$ cat config.mk
export PLATFORM = sky130hd
export DESIGN_NAME = serdes_hdr_err_inject
export DESIGN_NICKNAME = d
export VERILOG_FILES = /design/src/rtl/serdes_hdr_err_inject.sv
export SDC_FILE = /design/constraint.sdc
export NUM_CORES = 1
export LEC_CHECK = 0
export ABC_AREA = 1
export ABC_CLOCK_PERIOD_IN_PS = 2700
export BUFFER_PORTS_ARGS = -buffer_cell sky130_fd_sc_hd__buf_4
export CELL_PAD_IN_SITES_DETAIL_PLACEMENT = 0
export CELL_PAD_IN_SITES_GLOBAL_PLACEMENT = 2
export CORE_MARGIN = 2
export CORE_UTILIZATION = 30
export DETAILED_ROUTE_END_ITERATION = 7
export PLACE_DENSITY_LB_ADDON = 0.1
export SYNTH_ARGS = -nofsm -noshare
export SYNTH_HDL_FRONTEND = slang
export SYNTH_SLANG_ARGS = --single-unit
$ cat constraint.sdc
create_clock -name clk -period 2.7 [get_ports clk]
set_input_delay 0.405 -clock clk [delete_from_list [all_inputs] [get_ports clk]]
set_output_delay 0.405 -clock clk [all_outputs]
set_load 0.1 [all_outputs]
$ cat src/rtl/serdes_hdr_err_inject.sv
// Sync-header error injector between TX and RX SERDES: LFSR/forced events corrupt bursts of headers.
// Define HDR_ERR_INJECT_DATA_FLIP_EN to also flip one LFSR-selected data bit per corrupted header.
module serdes_hdr_err_inject #(
    parameter int          DATA_WIDTH = 64,
    parameter int          HDR_WIDTH  = 2,
    parameter logic [31:0] LFSR_SEED  = 32'h1
) (
    input  logic                  clk,
    input  logic                  rst_n,
    input  logic [DATA_WIDTH-1:0] in_data,
    input  logic [HDR_WIDTH-1:0]  in_hdr,
    input  logic                  cfg_enable,
    input  logic [31:0]           cfg_threshold,
    input  logic [7:0]            cfg_burst_len,
    input  logic                  cfg_force,
    input  logic                  stat_clear,
    output logic [DATA_WIDTH-1:0] out_data,
    output logic [HDR_WIDTH-1:0]  out_hdr,
    output logic                  out_err,
    output logic [31:0]           stat_inj_count,
    output logic [31:0]           stat_evt_count,
    output logic                  busy
);

    localparam logic [31:0]          LFSR_INIT = (LFSR_SEED == 32'h0) ? 32'h1 : LFSR_SEED;
    // Right-shift Galois form of x^32 + x^22 + x^2 + x + 1
    localparam logic [31:0]          LFSR_TAPS = 32'h8020_0003;
    localparam logic [HDR_WIDTH-1:0] HDR_FLIP  = HDR_WIDTH'(1);
    localparam logic [31:0]          CNT_MAX   = 32'hFFFF_FFFF;

    typedef enum logic {
        IDLE  = 1'b0,
        BURST = 1'b1
    } state_t;

    state_t                  state_reg;
    logic [7:0]              remaining_reg;
    logic [31:0]             lfsr_reg;
    logic [31:0]             lfsr_next;
    logic                    trigger;
    logic                    corrupt;
    logic                    evt_inc;
    logic [7:0]              eff_len;
    logic [DATA_WIDTH-1:0]   data_next;
    logic [HDR_WIDTH-1:0]    hdr_next;

    assign lfsr_next = {1'b0, lfsr_reg[31:1]} ^ (lfsr_reg[0] ? LFSR_TAPS : 32'h0);
    assign trigger   = cfg_enable && ((lfsr_reg < cfg_threshold) || cfg_force);
    assign eff_len   = (cfg_burst_len == 8'd0) ? 8'd1 : cfg_burst_len;

    // In BURST triggers are ignored; dropping cfg_enable aborts without corrupting.
    always_comb begin
        corrupt = 1'b0;
        evt_inc = 1'b0;
        case (state_reg)
            IDLE: begin
                corrupt = trigger;
                evt_inc = trigger;
            end
            BURST: begin
                corrupt = cfg_enable;
            end
            default: begin
                corrupt = 1'b0;
                evt_inc = 1'b0;
            end
        endcase
    end

    assign hdr_next = corrupt ? (in_hdr ^ HDR_FLIP) : in_hdr;

`ifdef HDR_ERR_INJECT_DATA_FLIP_EN
    logic [DATA_WIDTH-1:0] flip_mask;
    logic [5:0]            flip_sel;

    assign flip_sel = lfsr_reg[5:0];

    generate
        for (genvar gi = 0; gi < DATA_WIDTH; gi++) begin : g_flip
            assign flip_mask[gi] = corrupt && ((int'(flip_sel) % DATA_WIDTH) == gi);
        end
    endgenerate

    assign data_next = in_data ^ flip_mask;
`else
    assign data_next = in_data;
`endif

    always_ff @(posedge clk or negedge rst_n) begin
        if (!rst_n) begin
            out_data      <= '0;
            out_hdr       <= '0;
            out_err       <= 1'b0;
            busy          <= 1'b0;
            state_reg     <= IDLE;
            remaining_reg <= 8'd0;
            lfsr_reg      <= LFSR_INIT;
        end else begin
            out_data <= data_next;
            out_hdr  <= hdr_next;
            out_err  <= corrupt;

            if (cfg_enable) begin
                lfsr_reg <= lfsr_next;
            end

            case (state_reg)
                IDLE: begin
                    // Burst length is captured only here, so mid-burst edits are ignored.
                    if (trigger && (eff_len > 8'd1)) begin
                        remaining_reg <= eff_len - 8'd1;
                        state_reg     <= BURST;
                        busy          <= 1'b1;
                    end
                end
                BURST: begin
                    if (!cfg_enable) begin
                        remaining_reg <= 8'd0;
                        state_reg     <= IDLE;
                        busy          <= 1'b0;
                    end else begin
                        remaining_reg <= remaining_reg - 8'd1;
                        if (remaining_reg == 8'd1) begin
                            state_reg <= IDLE;
                            busy      <= 1'b0;
                        end
                    end
                end
                default: begin
                    state_reg     <= IDLE;
                    remaining_reg <= 8'd0;
                    busy          <= 1'b0;
                end
            endcase
        end
    end

    // Saturating statistics; a clear beats a same-cycle increment.
    always_ff @(posedge clk or negedge rst_n) begin
        if (!rst_n) begin
            stat_inj_count <= 32'h0;
            stat_evt_count <= 32'h0;
        end else if (stat_clear) begin
            stat_inj_count <= 32'h0;
            stat_evt_count <= 32'h0;
        end else begin
            if (corrupt && (stat_inj_count != CNT_MAX)) begin
                stat_inj_count <= stat_inj_count + 32'h1;
            end
            if (evt_inc && (stat_evt_count != CNT_MAX)) begin
                stat_evt_count <= stat_evt_count + 32'h1;
            end
        end
    end

endmodule

==> reports/summary.txt <==
SYNTHESIS
-------------------------------------------------------------------------------------
Cell type contributing the most total cell area after synthesis          sky130_fd_sc_hd__dfrtp_1
Count of state elements after synthesis                                           173
Simple-Gate Fraction of Synth Area                                              29.2%
Share of cell area taken by muxes after synthesis                                  0%
Area of the mapped netlist                                                 8940 sq um
Synthesized-area fraction occupied by ao, oa, aoi and oai cells                 3.26%
Distinct cell type count after synthesis                                           35
Synthesized-area fraction occupied by xor and xnor cells                        6.76%
Number of enable flip-flop cells after synthesis                                    0
Area share of the leading cell type in the synthesized netlist                  48.1%
Post-synthesis average cell area                                           8.18 sq um
Sequential cell area fraction in the yosys report                               48.4%
Dominant combinational cell family by area after synthesis               simple AND/OR/NAND/NOR gates
Top-count cell post-synth                                                sky130_fd_sc_hd__nand2_1
Synth async-reset ratio                                                          100%
Adder-cell area share of the yosys netlist                                      5.18%
Main synth FF type                                                       sky130_fd_sc_hd__dfrtp_1
Number of synthesis warnings                                                        0
Synth cell count leaders                                                 sky130_fd_sc_hd__nand2_1 (328), sky130_fd_sc_hd__dfrtp_1 (172), sky130_fd_sc_hd__inv_1 (120)
Cell count after synthesis                                                      1,093
Cell types occupying the most area after synthesis                       sky130_fd_sc_hd__dfrtp_1 (48%), sky130_fd_sc_hd__nand2_1 (14%), sky130_fd_sc_hd__ha_1 (5.2%), sky130_fd_sc_hd__inv_1 (5.0%), sky130_fd_sc_hd__nand3_1 (4.4%)
Post-synthesis net count                                                        1,241

SETUP PATH
-------------------------------------------------------------------------------------
Critical path peak fanout                                                          32
Crit end category                                                            register
Cell type of the slowest stage on the worst timing path                  sky130_fd_sc_hd__dfrtp_1
Data arrival, critical path                                                   2.64 ns
Crit-path max cell delay                                                      0.41 ns
Crit-path cells                                                          ha_1 > a21oi_1 > nor2_1 > nor3_1 > nand2_1 > nand2_1 > nand2_1 > nand2_1 > nand2_1 > nand2_1 > nand2_1 > nand2_2 > nand2_4 > nand3_1 > nand2_1
Crit path required time                                                       3.02 ns
Startpoint-to-endpoint class of the critical path                        register to register
Crit start category                                                          register
Crit-path most repeated cell                                             sky130_fd_sc_hd__nand2_1

TIMING
-------------------------------------------------------------------------------------
Final critical path time including I/O delays and setup                       2.32 ns
Slew Limit Headroom                                                             43.0%
Max frequency                                                               0.431 GHz
Setup violation total in the final timing report                                    0
Setup TNS                                                                        0 ns
Number of pins with negative max-slew slack in the final report                     0
Slew at the pin closest to its max-slew limit                                0.854 ns
Number of hold violations in the final report                                       0
Unrepaired setup endpoints after global routing                                 false
Max Clock Skew                                                              0.0116 ns
Worst hold slack                                                            0.0668 ns
Final cycle utilization of the critical path                                    85.9%

FLOORPLANNING
-------------------------------------------------------------------------------------
Starting density of the core                                                    30.3%
Standard-cell row count                                                            63
Placeable Area                                                           29,500 sq um
Overall die height                                                        177 microns
Number of top-level design ports                                                  243
Horizontal die dimension                                                  177 microns
Overall die area                                                         31,200 sq um

JOB
-------------------------------------------------------------------------------------
Number of max-capacitance violations reported                                       0

CLOCKING
-------------------------------------------------------------------------------------
Clk sinks                                                                         173
TritonCTS clock tree                                                             done
Max Buffers Root-to-Sink                                                            2
CTS Root Cell                                                            sky130_fd_sc_hd__clkbuf_16
H-tree Lvls                                                                         4
Num CTS Buffers                                                                    17
Clock-pin slew of the registers on the worst-case setup and hold paths        0.08 ns
Clock network latency to the later pin of the worst-skew pair                 0.44 ns

FINISH
-------------------------------------------------------------------------------------
Area growth from synthesis to layout                                            33.7%
Max FFs per register                                                               64
Number of nets at the end of the flow                                           1,489
ANT cells                                                                           0
Filler Cell Count                                                               3,080
Layout cell share with drive strength beyond 1                                  22.9%
Reg with most FFs                                                            out_data

GRT
-------------------------------------------------------------------------------------
Global-route wire length before repair                                        45.2 mm
Initial antenna violation count                                                     0
Remaining Overflow, GRT                                                             0
Maximum number of pins on one net before global-route repair                       59
Global Route Usage Sum                                                          18.6%
Number of global-route vias before repair                                       7,941

STATUS
-------------------------------------------------------------------------------------
Status                                                                   complete, no violations

PWR
-------------------------------------------------------------------------------------
Cell area power density                                                   652 nW/um^2
IR drop worst, VDD                                                           0.403 mV
Cell leakage power                                                            6.18 nW

MIN PATH
-------------------------------------------------------------------------------------
Kind of path behind the tightest hold check                              primary input to register

ROUTING
-------------------------------------------------------------------------------------
Total wirelength of the detailed-routed design                                28.3 mm
Number of iterations in the first detailed-routing pass                             4
Vias per Instance                                                                4.55
Post-detailed-route count of antenna-violating nets                                 0
Total via count after detailed routing                                          7,933
Post-detailed-route wirelength per cell                                  16.2 microns
Count of unresolved DRC violations after routing                                    0
Detailed router's first-iteration violation count                                 487

PLACE
-------------------------------------------------------------------------------------
Placer Congestion                                                               0.823
Post-DP HPWL                                                                  21.2 mm
Port bufs                                                                         242

[cell type report]
type                            instances  area (sq um)  share of cell area, %
Inverter                              124           465                   3.89
Multi-Input combinational cell        759          3970                   33.2
Tap cell                              390           488                   4.08
Clock inverter                         15           209                   1.75
Sequential cell                       173          4330                   36.2
Clock buffer                           17           425                   3.56
Timing Repair Buffer                  266          2070                   17.3
[per-layer routing]
metal	share of wire, %	wire length, microns	up-vias	global-route usage (%)
met5	0	0	-	0
met4	1.2	346	0	4.61
met3	3.9	1110	20	2.99
met2	47	13300	160	30.1
met1	48	13500	3741	26.0
li1	-	-	4012	-
[where the power goes]
part	switching, W	leakage, nW	total [W]	internal, W
Combinational	0.00147	3.67	0.00210	0.000633
Clock	0.00130	0.303	0.00259	0.00129
Sequential	0.000242	2.21	0.00311	0.00287
[per-stage QoR]
step                instance area (sq um)  util [%]  cells  power, W  setup WS [ns]
finish                              12000      40.5   1744   0.00780          0.380
global route                        12000      40.5   1744   0.00826         0.0512
CTS                                 12000      40.5   1744   0.00792          0.305
detailed placement                  11300      38.3   1711   0.00528          0.223
global placement                    11300      38.3   1711   0.00527          0.231
floorplan                            8940         -   1093   0.00459         0.0751
[cells in the final DEF, fill, tap and decap left out, types with 20 or more instances in the layout]
cell	count
sky130_fd_sc_hd__buf_4	258
sky130_fd_sc_hd__xor2_1	38
sky130_fd_sc_hd__nor3_1	31
sky130_fd_sc_hd__nor2_1	92
sky130_fd_sc_hd__nand2_1	328
sky130_fd_sc_hd__nand3_1	78
sky130_fd_sc_hd__dfrtp_1	172
sky130_fd_sc_hd__xnor2_1	31
sky130_fd_sc_hd__nand4_1	48
sky130_fd_sc_hd__inv_1	120
sky130_fd_sc_hd__a21oi_1	20
sky130_fd_sc_hd__ha_1	37
[logic make-up (layout without fill, tap and decap cells)]
logic type      Yosys count  after routing
fa+ha+maj                37             37
buf+inv                 161            422
simple gates            601            601
xor+xnor                 69             69
flops                   173            173
compound gates           52             52
[timing repair]
action / in CTS / in global routing
gates resized for setup: 0 / 1
setup endpoints to repair: 0 / 3
hold endpoints to repair: 55 / 0
hold buffers: 1 / 0
setup buffers: 0 / 0
[worst max-delay path: cells and delay by family, from the launching register on]
family	cells	cell delay, ns
and+or+nand+nor	13	1.34
DFF	1	0.41
adders and majority gates	1	0.30
AOI/OAI and AO/OA	1	0.15
[worst paths after layout]
path	startpoint	to	slack, ns	cells after the start
setup / recovery	lfsr_reg[5]	stat_inj_count[3]	0.38	15
hold / removal	in_data[22]	out_data[22]	0.07	1
setup reg to reg	lfsr_reg[5]	stat_inj_count[3]	0.38	15
hold reg to reg	lfsr_reg[3]	lfsr_reg[3]	0.51	2
max in group asynchronous	rst_n	lfsr_reg[0]	1.48	3
min in group asynchronous	rst_n	out_data[1]	0.52	2
Power figures use the tool's default switching activity.
